===== config.mk =====
export PLATFORM = sky130hd
export DESIGN_NAME = control_unit
export DESIGN_NICKNAME = d
export VERILOG_FILES = /design/src/rtl/control_unit.sv
export SDC_FILE = /design/constraint.sdc
export NUM_CORES = 1
export LEC_CHECK = 0
export CAP_MARGIN = 20
export CORE_UTILIZATION = 34
export DETAILED_ROUTE_END_ITERATION = 10
export PLACE_DENSITY = 0.77
export RECOVER_POWER = 50
export SLEW_MARGIN = 10
export SYNTH_ARGS = -nofsm -noshare
export SYNTH_HDL_FRONTEND = slang
export SYNTH_SLANG_ARGS = --single-unit

===== constraint.sdc =====
create_clock -name clk -period 1.55 [get_ports clk]
set_input_delay 0.155 -clock clk [delete_from_list [all_inputs] [get_ports clk]]
set_output_delay 0.155 -clock clk [all_outputs]
set_load 0.02 [all_outputs]

===== src/rtl/control_unit.sv =====
// control_unit: multicycle MIPS-subset control FSM.
// Decodes the instruction held in the instruction register and drives every datapath
// select, ALU/shifter/load/store size code and write enable through the
// FETCH -> DECODE -> EXECUTE (-> MEMORY -> WRITEBACK) sequence. MULT/DIV park in MDWAIT.
// EXCEPTION holds for three cycles and then jumps to the exception vector.
// Optional build macro: CU_OVERFLOW_TRAP_EN. When it is defined, signed overflow during
// ADD/ADDI/SUB suppresses the write and traps. When it is undefined, overflow is ignored.
module control_unit (
  input  logic        clk,
  input  logic        reset_in,
  input  logic [31:0] instruction,
  input  logic        zero_flag,
  input  logic        overflow_flag,
  input  logic        div_zero,
  input  logic        mult_done,
  input  logic        div_done,
  output logic [1:0]  mux_a,
  output logic [1:0]  mux_b,
  output logic [1:0]  mux_alu_1,
  output logic [1:0]  mux_alu_2,
  output logic        mux_shift_amt,
  output logic        mux_shift_src,
  output logic [1:0]  mux_pc,
  output logic        mux_address,
  output logic [1:0]  mux_wd_memory,
  output logic [1:0]  mux_wd_registers,
  output logic [1:0]  mux_wr_registers,
  output logic        mux_extend,
  output logic        mux_high,
  output logic        mux_low,
  output logic [3:0]  alu_control,
  output logic [1:0]  shift_control,
  output logic [1:0]  load_size_control,
  output logic [1:0]  store_size_control,
  output logic        pc_write_enable,
  output logic        instruction_write,
  output logic        memory_write,
  output logic        register_write,
  output logic        hi_write,
  output logic        lo_write,
  output logic [1:0]  exception_control,
  output logic [2:0]  current_state,
  output logic [3:0]  counter
);

  typedef enum logic [2:0] {
    S_FETCH     = 3'd0,
    S_DECODE    = 3'd1,
    S_EXECUTE   = 3'd2,
    S_MEMORY    = 3'd3,
    S_WRITEBACK = 3'd4,
    S_MDWAIT    = 3'd5,
    S_EXCEPTION = 3'd6,
    S_UNUSED    = 3'd7
  } state_t;

  // Opcodes
  localparam logic [5:0] OP_RTYPE = 6'h00, OP_J    = 6'h02, OP_JAL  = 6'h03;
  localparam logic [5:0] OP_BEQ   = 6'h04, OP_BNE  = 6'h05, OP_ADDI = 6'h08;
  localparam logic [5:0] OP_LUI   = 6'h0F, OP_SLLM = 6'h1C;
  localparam logic [5:0] OP_LB    = 6'h20, OP_LH   = 6'h21, OP_LW   = 6'h23;
  localparam logic [5:0] OP_SB    = 6'h28, OP_SH   = 6'h29, OP_SW   = 6'h2B;
  // R-type function codes
  localparam logic [5:0] FN_SLL  = 6'h00, FN_SRL  = 6'h02, FN_SRA = 6'h03, FN_JR  = 6'h08;
  localparam logic [5:0] FN_MFHI = 6'h10, FN_MFLO = 6'h12, FN_MULT = 6'h18, FN_DIV = 6'h1A;
  localparam logic [5:0] FN_ADD  = 6'h20, FN_SUB  = 6'h22, FN_AND = 6'h24, FN_OR   = 6'h25;
  localparam logic [5:0] FN_SLT  = 6'h2A;
  // ALU codes
  localparam logic [3:0] ALU_AND = 4'b0000, ALU_OR = 4'b0001, ALU_ADD = 4'b0010;
  localparam logic [3:0] ALU_SUB = 4'b0110, ALU_SLT = 4'b0111;
  // Exception causes
  localparam logic [1:0] EXC_OVF = 2'b01, EXC_OPC = 2'b10, EXC_DIV0 = 2'b11;

  state_t      state_q, state_d;
  logic [3:0]  counter_q, counter_d;
  logic [1:0]  exc_q, exc_d;

  logic [5:0]  opcode, funct;
  logic        is_load, is_store, is_mem, op_supported, is_arith;
  logic [1:0]  size_code;

  assign opcode = instruction[31:26];
  assign funct  = instruction[5:0];

  assign is_load  = (opcode == OP_LW) || (opcode == OP_LH) || (opcode == OP_LB);
  assign is_store = (opcode == OP_SW) || (opcode == OP_SH) || (opcode == OP_SB);
  assign is_mem   = is_load || is_store || (opcode == OP_SLLM);
  // Instructions whose signed overflow is architecturally meaningful
  assign is_arith = (opcode == OP_ADDI) ||
                    ((opcode == OP_RTYPE) && ((funct == FN_ADD) || (funct == FN_SUB)));

  // Word/half/byte code shared by loads and stores
  assign size_code = ((opcode == OP_LH) || (opcode == OP_SH)) ? 2'b01 :
                     ((opcode == OP_LB) || (opcode == OP_SB)) ? 2'b10 : 2'b00;

  assign op_supported = is_mem || (opcode == OP_RTYPE) || (opcode == OP_J) ||
                        (opcode == OP_JAL) || (opcode == OP_BEQ) || (opcode == OP_BNE) ||
                        (opcode == OP_ADDI) || (opcode == OP_LUI);

  // The state and the counter are forced to zero whenever reset is asserted.
  assign current_state = reset_in ? 3'd0 : state_q;
  assign counter       = reset_in ? 4'd0 : counter_q;

  // State, dwell counter and latched exception cause
  always_ff @(posedge clk) begin
    if (reset_in) begin
      state_q   <= S_FETCH;
      counter_q <= 4'd0;
      exc_q     <= 2'b00;
    end else begin
      state_q   <= state_d;
      counter_q <= counter_d;
      exc_q     <= exc_d;
    end
  end

  // The counter restarts on any state change and saturates at 15.
  always_comb begin
    if (state_d != state_q)   counter_d = 4'd0;
    else if (counter_q == 4'hF) counter_d = 4'hF;
    else                      counter_d = counter_q + 4'd1;
  end

  // Next state and every control output. All outputs are zero while reset is asserted.
  always_comb begin
    state_d            = state_q;
    exc_d              = exc_q;
    mux_a              = 2'b00;
    mux_b              = 2'b00;
    mux_alu_1          = 2'b00;
    mux_alu_2          = 2'b00;
    mux_shift_amt      = 1'b0;
    mux_shift_src      = 1'b0;
    mux_pc             = 2'b00;
    mux_address        = 1'b0;
    mux_wd_memory      = 2'b00;
    mux_wd_registers   = 2'b00;
    mux_wr_registers   = 2'b00;
    mux_extend         = 1'b0;
    mux_high           = 1'b0;
    mux_low            = 1'b0;
    alu_control        = 4'b0000;
    shift_control      = 2'b00;
    load_size_control  = 2'b00;
    store_size_control = 2'b00;
    pc_write_enable    = 1'b0;
    instruction_write  = 1'b0;
    memory_write       = 1'b0;
    register_write     = 1'b0;
    hi_write           = 1'b0;
    lo_write           = 1'b0;
    exception_control  = 2'b00;

    if (!reset_in) begin
      case (state_q)
        S_FETCH: begin
          mux_address       = 1'b1;
          instruction_write = 1'b1;
          mux_alu_1         = 2'b01;
          mux_alu_2         = 2'b10;
          alu_control       = ALU_ADD;
          mux_pc            = 2'b00;
          pc_write_enable   = 1'b1;
          state_d           = S_DECODE;
        end

        S_DECODE: begin
          if (op_supported) begin
            state_d = S_EXECUTE;
          end else begin
            state_d = S_EXCEPTION;
            exc_d   = EXC_OPC;
          end
        end

        S_EXECUTE: begin
          state_d = S_FETCH;
          if (is_mem) begin
            // Effective address A + sext(imm)
            alu_control = ALU_ADD;
            mux_alu_2   = 2'b01;
            mux_b       = 2'b01;
            mux_extend  = 1'b0;
            state_d     = S_MEMORY;
          end else begin
            case (opcode)
              OP_ADDI: begin
                alu_control      = ALU_ADD;
                mux_alu_2        = 2'b01;
                mux_b            = 2'b01;
                mux_extend       = 1'b0;
                mux_wr_registers = 2'b00;
                mux_wd_registers = 2'b00;
                register_write   = 1'b1;
              end
              OP_LUI: begin
                mux_wd_registers = 2'b10;
                mux_wr_registers = 2'b00;
                register_write   = 1'b1;
              end
              OP_BEQ, OP_BNE: begin
                alu_control     = ALU_SUB;
                mux_pc          = 2'b01;
                pc_write_enable = (opcode == OP_BEQ) ? zero_flag : !zero_flag;
              end
              OP_J: begin
                mux_pc          = 2'b10;
                pc_write_enable = 1'b1;
              end
              OP_JAL: begin
                // Link: PC (already PC+4) routed through the ALU into $31
                mux_pc           = 2'b10;
                pc_write_enable  = 1'b1;
                mux_alu_1        = 2'b01;
                alu_control      = ALU_ADD;
                mux_wr_registers = 2'b10;
                mux_wd_registers = 2'b00;
                register_write   = 1'b1;
              end
              OP_RTYPE: begin
                case (funct)
                  FN_ADD, FN_SUB, FN_AND, FN_OR, FN_SLT: begin
                    case (funct)
                      FN_ADD:  alu_control = ALU_ADD;
                      FN_SUB:  alu_control = ALU_SUB;
                      FN_AND:  alu_control = ALU_AND;
                      FN_OR:   alu_control = ALU_OR;
                      default: alu_control = ALU_SLT;
                    endcase
                    mux_wr_registers = 2'b01;
                    mux_wd_registers = 2'b00;
                    register_write   = 1'b1;
                  end
                  FN_SLL, FN_SRL, FN_SRA: begin
                    // Shift rt by shamt
                    mux_shift_src    = 1'b1;
                    mux_shift_amt    = 1'b0;
                    shift_control    = (funct == FN_SLL) ? 2'b01 :
                                       (funct == FN_SRL) ? 2'b10 : 2'b11;
                    mux_wr_registers = 2'b01;
                    mux_wd_registers = 2'b11;
                    register_write   = 1'b1;
                  end
                  FN_JR: begin
                    mux_pc          = 2'b10;
                    pc_write_enable = 1'b1;
                  end
                  FN_MFHI, FN_MFLO: begin
                    mux_wr_registers = 2'b01;
                    mux_wd_registers = 2'b11;
                    register_write   = 1'b1;
                  end
                  FN_MULT, FN_DIV: state_d = S_MDWAIT;
                  default: ;
                endcase
              end
              default: ;
            endcase
`ifdef CU_OVERFLOW_TRAP_EN
            if (is_arith && overflow_flag) begin
              register_write = 1'b0;
              state_d        = S_EXCEPTION;
              exc_d          = EXC_OVF;
            end
`endif
          end
        end

        S_MEMORY: begin
          mux_address = 1'b0;
          state_d     = S_FETCH;
          if (is_store) begin
            memory_write       = 1'b1;
            mux_wd_memory      = 2'b00;
            store_size_control = size_code;
          end else if (is_load) begin
            register_write     = 1'b1;
            mux_wd_registers   = 2'b01;
            mux_wr_registers   = 2'b00;
            load_size_control  = size_code;
          end else begin
            // SLLM: read the shift amount word, shift happens next cycle
            load_size_control  = 2'b00;
            state_d            = S_WRITEBACK;
          end
        end

        S_WRITEBACK: begin
          mux_shift_src    = 1'b1;
          mux_shift_amt    = 1'b1;
          shift_control    = 2'b01;
          mux_wd_registers = 2'b11;
          mux_wr_registers = 2'b00;
          register_write   = 1'b1;
          state_d          = S_FETCH;
        end

        S_MDWAIT: begin
          if (div_zero) begin
            state_d = S_EXCEPTION;
            exc_d   = EXC_DIV0;
          end else if (mult_done) begin
            hi_write = 1'b1;
            lo_write = 1'b1;
            state_d  = S_FETCH;
          end else if (div_done) begin
            hi_write = 1'b1;
            lo_write = 1'b1;
            mux_high = 1'b1;
            mux_low  = 1'b1;
            state_d  = S_FETCH;
          end
        end

        S_EXCEPTION: begin
          exception_control = exc_q;
          if (counter_q >= 4'd2) begin
            mux_pc          = 2'b11;
            pc_write_enable = 1'b1;
            state_d         = S_FETCH;
          end
        end

        default: state_d = S_FETCH;
      endcase
    end
  end

endmodule


-- Word level (Yosys, flattened, before mapping)
Index checks and enable logic that the tools add are counted.
- bits in read-only memories: 0
- memories: 0
- output and inout port bits: 47
- word-level logic and storage cells: 176
- input port bits: 39
- register bits: 9
- latch bits: 0
- bits in writable memories: 0
- bitwise operators: 0
- reductions and logical operators: 31
- $lt $le $gt $ge: 1
- eq/ne operators: 35
- $add $sub $neg: 1
- shift operators: 0
- mux-type cells: 105
- multipliers: 0
- divide/modulo/power cells: 0
- operators by type and width (cell ; number):
    $eq 6x6->1 const B ; 11
    $mux 2 ; 29
    $mux 3 ; 15
    $mux 1 ; 41
    $eq 6x5->1 const B ; 5
    $eq 6x2->1 const B ; 4
    $pmux 2 s2 ; 6
    $eq 6x4->1 const B ; 3
    $pmux 3 s6 ; 1
    $logic_or 1x1->1 ; 15
    $eq 6x3->1 const B ; 2
    $logic_not 6->1 ; 2
    $pmux 2 s3 ; 2
    $pmux 3 s4 ; 1
    $reduce_or 10->1 ; 1
    $reduce_or 2->1 ; 5
    $reduce_or 5->1 ; 2
    $eq 3x3->1 const B ; 3
    $pmux 1 s3 ; 3
    $pmux 3 s3 ; 1
    $mux 4 ; 2
    $eq 3x2->1 const B ; 2
    $pmux 1 s2 ; 3
    $pmux 3 s2 ; 1
    other kinds (11) ; 13

-- Logic depth before layout (Yosys ltp)
- word-level depth: 17
- gate-level depth with buffers: 7
- gate-level depth less buffers: 7

-- Worst setup path after synthesis
OpenSTA, ideal clock, no wires.
- path type: input-to-output
- from: input port instruction[29]
- to: output port mux_pc[0]
- buffers on the path: 1
- required time: 1395 ps
- slack: -654 ps
- data arrival time: 2049 ps
- stages on the path: 5
- path through: buf_2 or3_1 nor3b_2 nor2_1 a2111oi_0
- cells in the longest elaborated chain, start to end: 8
- elaborated cells between the ends (all ways): 24
- those cells by class: eq/ne (11); mux (4); reduce/logical (9)
- ends and longest elaborated chain (what ; line ; text):
    start, declared ; 11 ; input logic [31:0] instruction,
    parallel branches: the longest is 5 deep, another holds $eq 6x2->1 ; n/a ;
    $mux 2 (*) ; 178 ; if (is_mem) begin
    $pmux 2 s2 (*) ; 155 ; case (state_q)
    $mux 2 (*) ; 154 ; if (!reset_in) begin
    end, declared ; 23 ; output logic [1:0] mux_pc,
Mark *: on every way between the ends.

-- Worst setup path after layout
- from: input port instruction[30]
- to: output port mux_wd_registers[1]
- cells in the longest elaborated chain, start to end: 8
- elaborated cells between the ends (all ways): 19
- those cells by class: eq/ne (8); mux (4); reduce/logical (7)
- ends and longest elaborated chain (what ; line ; text):
    $eq 6x6->1 (on tied branches) ; 85, 86 ;
    $logic_or 1x1->1 (on tied branches) (2 in a row) ; 85, 86 ;
    $logic_or 1x1->1 (2 in a row) ; 87 ; assign is_mem = is_load || is_store || (opcode == OP_SLLM);
    $mux 2 (*) ; 178 ;
    $pmux 2 s3 (*) ; 155 ;
    $mux 2 (*) ; 154 ;
    end, declared ; 26 ; output logic [1:0] mux_wd_registers,
Mark *: on every way between the ends. The rest lies on a longest branch, timed or not.

==> tab_implementation.tex <==
\begin{tabular}{lr}
\hline
Metric & Value \\
\hline
\multicolumn{2}{l}{\textbf{Run status}} \\
Run status & complete, but fails checks \\
Failing checks & negative setup slack \\
\multicolumn{2}{l}{\textbf{Cells and area}} \\
P\&R area growth vs syn & 133\% \\
Net count of the finished layout & 398 \\
Most frequent cells in the layout & sky130\_fd\_sc\_hd\_\_buf\_4, sky130\_fd\_sc\_hd\_\_buf\_6, sky130\_fd\_sc\_hd\_\_nor2\_1 \\
Final instance area & 3340 um\^{}2 \\
Most common cell after layout, fill and taps aside & sky130\_fd\_sc\_hd\_\_buf\_4 \\
Fill count & 233 \\
Fin util & 83.0\% \\
Number of antenna cells inserted & 0 \\
Share of post-route cells with drive strength above 1 & 66.9\% \\
\multicolumn{2}{l}{\textbf{Clock network}} \\
Clock buffers created by TritonCTS & 3 \\
TritonCTS clock tree & built \\
Buffers from clock root to sink, at most & 2 \\
Maximum level of the CTS H-tree & 1 \\
Root Driver & sky130\_fd\_sc\_hd\_\_clkbuf\_8 \\
Number of sinks driven by the clock tree & 9 \\
Skew-Pair Late Insertion Delay & 250 ps \\
Cts hold-fix bufs & 0 \\
Clock edge transition at the registers on the reported setup and hold paths & 50 ps \\
\multicolumn{2}{l}{\textbf{Drt}} \\
Detailed-router iteration count before antenna repair & 4 \\
Number of antenna-violating nets in the routed design & 0 \\
Via count & 2374 \\
Number of vias per cell after detailed routing & 5.85 \\
Routed Wire Length & 7.73 mm \\
1st-iter DRT viols & 158 \\
Routed wirelength normalized by instance count & 19.0 um \\
Residual DRC count & 0 \\
\multicolumn{2}{l}{\textbf{STA}} \\
Worst Slack Setup Final & -408 ps \\
Setup TNS after final layout & -6820 ps \\
Crit path time final & 1960 ps \\
Worst hold margin & 481 ps \\
Final Hold Viols & 0 \\
Final Skew & 1.81 ps \\
Max Transition Viols Final & 0 \\
Total setup violations reported at the end of the flow & 40 \\
Highest clock frequency the design can meet & 511 MHz \\
Unrepaired setup endpoints after global routing & yes \\
Part of the cycle the worst path needs & 126\% \\
\multicolumn{2}{l}{\textbf{Synth}} \\
Synth Area in Adders & 1.75\% \\
Primary flip-flop cell chosen by synthesis mapping & sky130\_fd\_sc\_hd\_\_dfxtp\_1 \\
Synthesized netlist cell count & 213 \\
Count of warnings emitted by yosys & 0 \\
Multiplexer share of the synthesized area & 0.698\% \\
Distinct cell type count of the synthesized netlist & 60 \\
Mean post-synth cell area & 6.73 um\^{}2 \\
Xor and xnor fraction of the mapped netlist area & 1.22\% \\
Count of flip-flops with a built-in enable after synthesis & 0 \\
Seq cells post-synth & 9 \\
Seq/Total Area, Yosys & 12.6\% \\
Post-synth design cell area & 1430 um\^{}2 \\
Dominant combinational cell family by area after synthesis & simple AND/OR/NAND/NOR gates \\
Async set-reset flop share out of synthesis & 0\% \\
Compound-Gate Fraction of Synth Area & 23.4\% \\
Post-Synth Simple-Gate Area & 48.1\% \\
\multicolumn{2}{l}{\textbf{Global routing}} \\
Initial antenna violation count & 0 \\
Via count of the first global-routing pass & 2232 \\
GRT Total Usage & 32.1\% \\
First-pass GRT wire length & 10.6 mm \\
Maximum number of pins on one net before global-route repair & 18 \\
Gr ovfl total & 0 \\
\multicolumn{2}{l}{\textbf{Floorplan}} \\
Die Span X & 66.9 um \\
Core Footprint & 4030 um\^{}2 \\
IO Pins & 86 \\
Die Height & 66.9 um \\
Initial cell density of the core & 35.6\% \\
Overall die area & 4480 um\^{}2 \\
Cell Rows & 23 \\
\multicolumn{2}{l}{\textbf{Setup path}} \\
CP Launch Type & input pin \\
Category of the most critical setup path & input pin to primary output \\
Critical Path Sink Type & primary output \\
Maximum fanout encountered on the critical timing path & 4 \\
Worst Reg-to-Reg Cells & 7 \\
Crit path DAT & 1800 ps \\
Critical path data required time & 1390 ps \\
\multicolumn{2}{l}{\textbf{Placement}} \\
Placed Instance Area & 2730 um\^{}2 \\
Count of buffers from port buffering & 56 \\
Routability-driven placement congestion ratio & 0.937 \\
HPWL Detailed & 4.52 mm \\
\multicolumn{2}{l}{\textbf{Power}} \\
Areal power density over the cells & 705 nW/um\^{}2 \\
Leakage power of the design & 1.47 nW \\
Maximum VDD drop & 0.000355 V \\
\multicolumn{2}{l}{\textbf{Min path}} \\
Kind of path behind the tightest hold check & input pin to flip-flop \\
WHS Path Cells & 3 \\
\multicolumn{2}{l}{\textbf{Run}} \\
Max-cap violations & 0 \\
\hline
\end{tabular}
[flip-flops by register name, indices dropped and copies added, names as in the netlist]
register,flops
counter_q,4
state_q,3
exc_q,2
[final cells by class]
type / instances / area [um^2] / area share [%]
Tap cell: 50 / 62.6 / 1.87
Sequential cell: 9 / 185 / 5.54
Timing Repair Buffer: 156 / 1370 / 40.8
Clock buffer: 4 / 45.0 / 1.35
Multi-Input combinational cell: 179 / 1650 / 49.5
Inverter: 8 / 30.0 / 0.899
[power breakdown]
group | switching (mW) | leakage [nW] | internal [mW] | total, mW
registers | 0.0413 | 0.0749 | 0.275 | 0.316
clock network | 0.110 | 0.0228 | 0.181 | 0.290
logic | 0.896 | 1.37 | 0.852 | 1.75
total | 1.05 | 1.47 | 1.31 | 2.36
[worst max-delay path, stage by stage]
cell and delay, ps:
sky130_fd_sc_hd__buf_6 100, sky130_fd_sc_hd__or4_4 570, sky130_fd_sc_hd__nor3_4 240, sky130_fd_sc_hd__a41oi_2 190
sky130_fd_sc_hd__o22ai_1 250, sky130_fd_sc_hd__and2_4 190, sky130_fd_sc_hd__buf_6 110
[what timing repair did]
| action | in CTS | in global routing |
|---|---|---|
| gates resized for setup | 283 | 44 |
| endpoints found under the setup margin | 48 | 41 |
| gates cloned | 1 | 0 |
| endpoints found under the hold margin | 0 | 0 |
| pin swaps | 39 | 21 |
| buffers inserted | 12 | 13 |
[metal layers]
| metal | routed length (um) | GRT usage [%] |
|---|---|---|
| met3 | 387 | 3.60 |
| met1 | 2960 | 34.6 |
| met2 | 3920 | 58.8 |
| met4 | 466 | 19.7 |
| met5 | 0 | 0 |
[logic make-up (layout without fill, tap and decap cells)]
| family | Yosys count | after routing |
|---|---|---|
| compound gates | 46 | 46 |
| buf+inv | 32 | 168 |
| flops | 9 | 9 |
| fa+ha+maj | 2 | 2 |
| simple gates | 120 | 120 |
| other cells | 1 | 8 |
| xor+xnor | 2 | 2 |
| mux | 1 | 1 |
[cells in the mapped netlist (4+ instances only)]
master	instances	area, um^2
sky130_fd_sc_hd__nor2_1	26	97.6
sky130_fd_sc_hd__nor3_1	16	80.1
sky130_fd_sc_hd__buf_4	11	82.6
sky130_fd_sc_hd__nand2_1	11	41.3
sky130_fd_sc_hd__nand3_1	11	55.1
sky130_fd_sc_hd__nor2b_1	11	68.8
sky130_fd_sc_hd__a21oi_1	10	50.1
sky130_fd_sc_hd__clkbuf_1	9	33.8
sky130_fd_sc_hd__dfxtp_1	9	180
sky130_fd_sc_hd__and2_1	8	50.1
sky130_fd_sc_hd__inv_1	8	30.0
sky130_fd_sc_hd__a31oi_1	6	37.5
sky130_fd_sc_hd__nor3b_1	4	30.0
sky130_fd_sc_hd__nor4_1	4	25.0
sky130_fd_sc_hd__o21ai_0	4	20.0
[through the flow]
| step | total power, mW | setup slack [ps] | cells |
|---|---|---|---|
| 2_1_floorplan | 0.962 | -322 | 220 |
| 3_3_place_gp | 1.50 | -1110 | 380 |
| 3_5_place_dp | 1.52 | -1150 | 380 |
| 4_1_cts | 2.08 | -357 | 396 |
| 5_1_grt | 2.45 | -444 | 406 |
| 6_report | 2.36 | -408 | 406 |
[final timing paths]
kind | from | end | slack [ps]
max | instruction[30] | mux_wd_registers[1] | -410
max reg2reg | state_q[1]$_SDFF_PP0_ | counter_q[1]$_SDFF_PP0_ | -200
min reg2reg | exc_q[0]$_SDFFE_PP0P_ | exc_q[0]$_SDFFE_PP0P_ | 540
min | reset_in | exc_q[0]$_SDFFE_PP0P_ | 480
(Power assumes the default switching activity.)
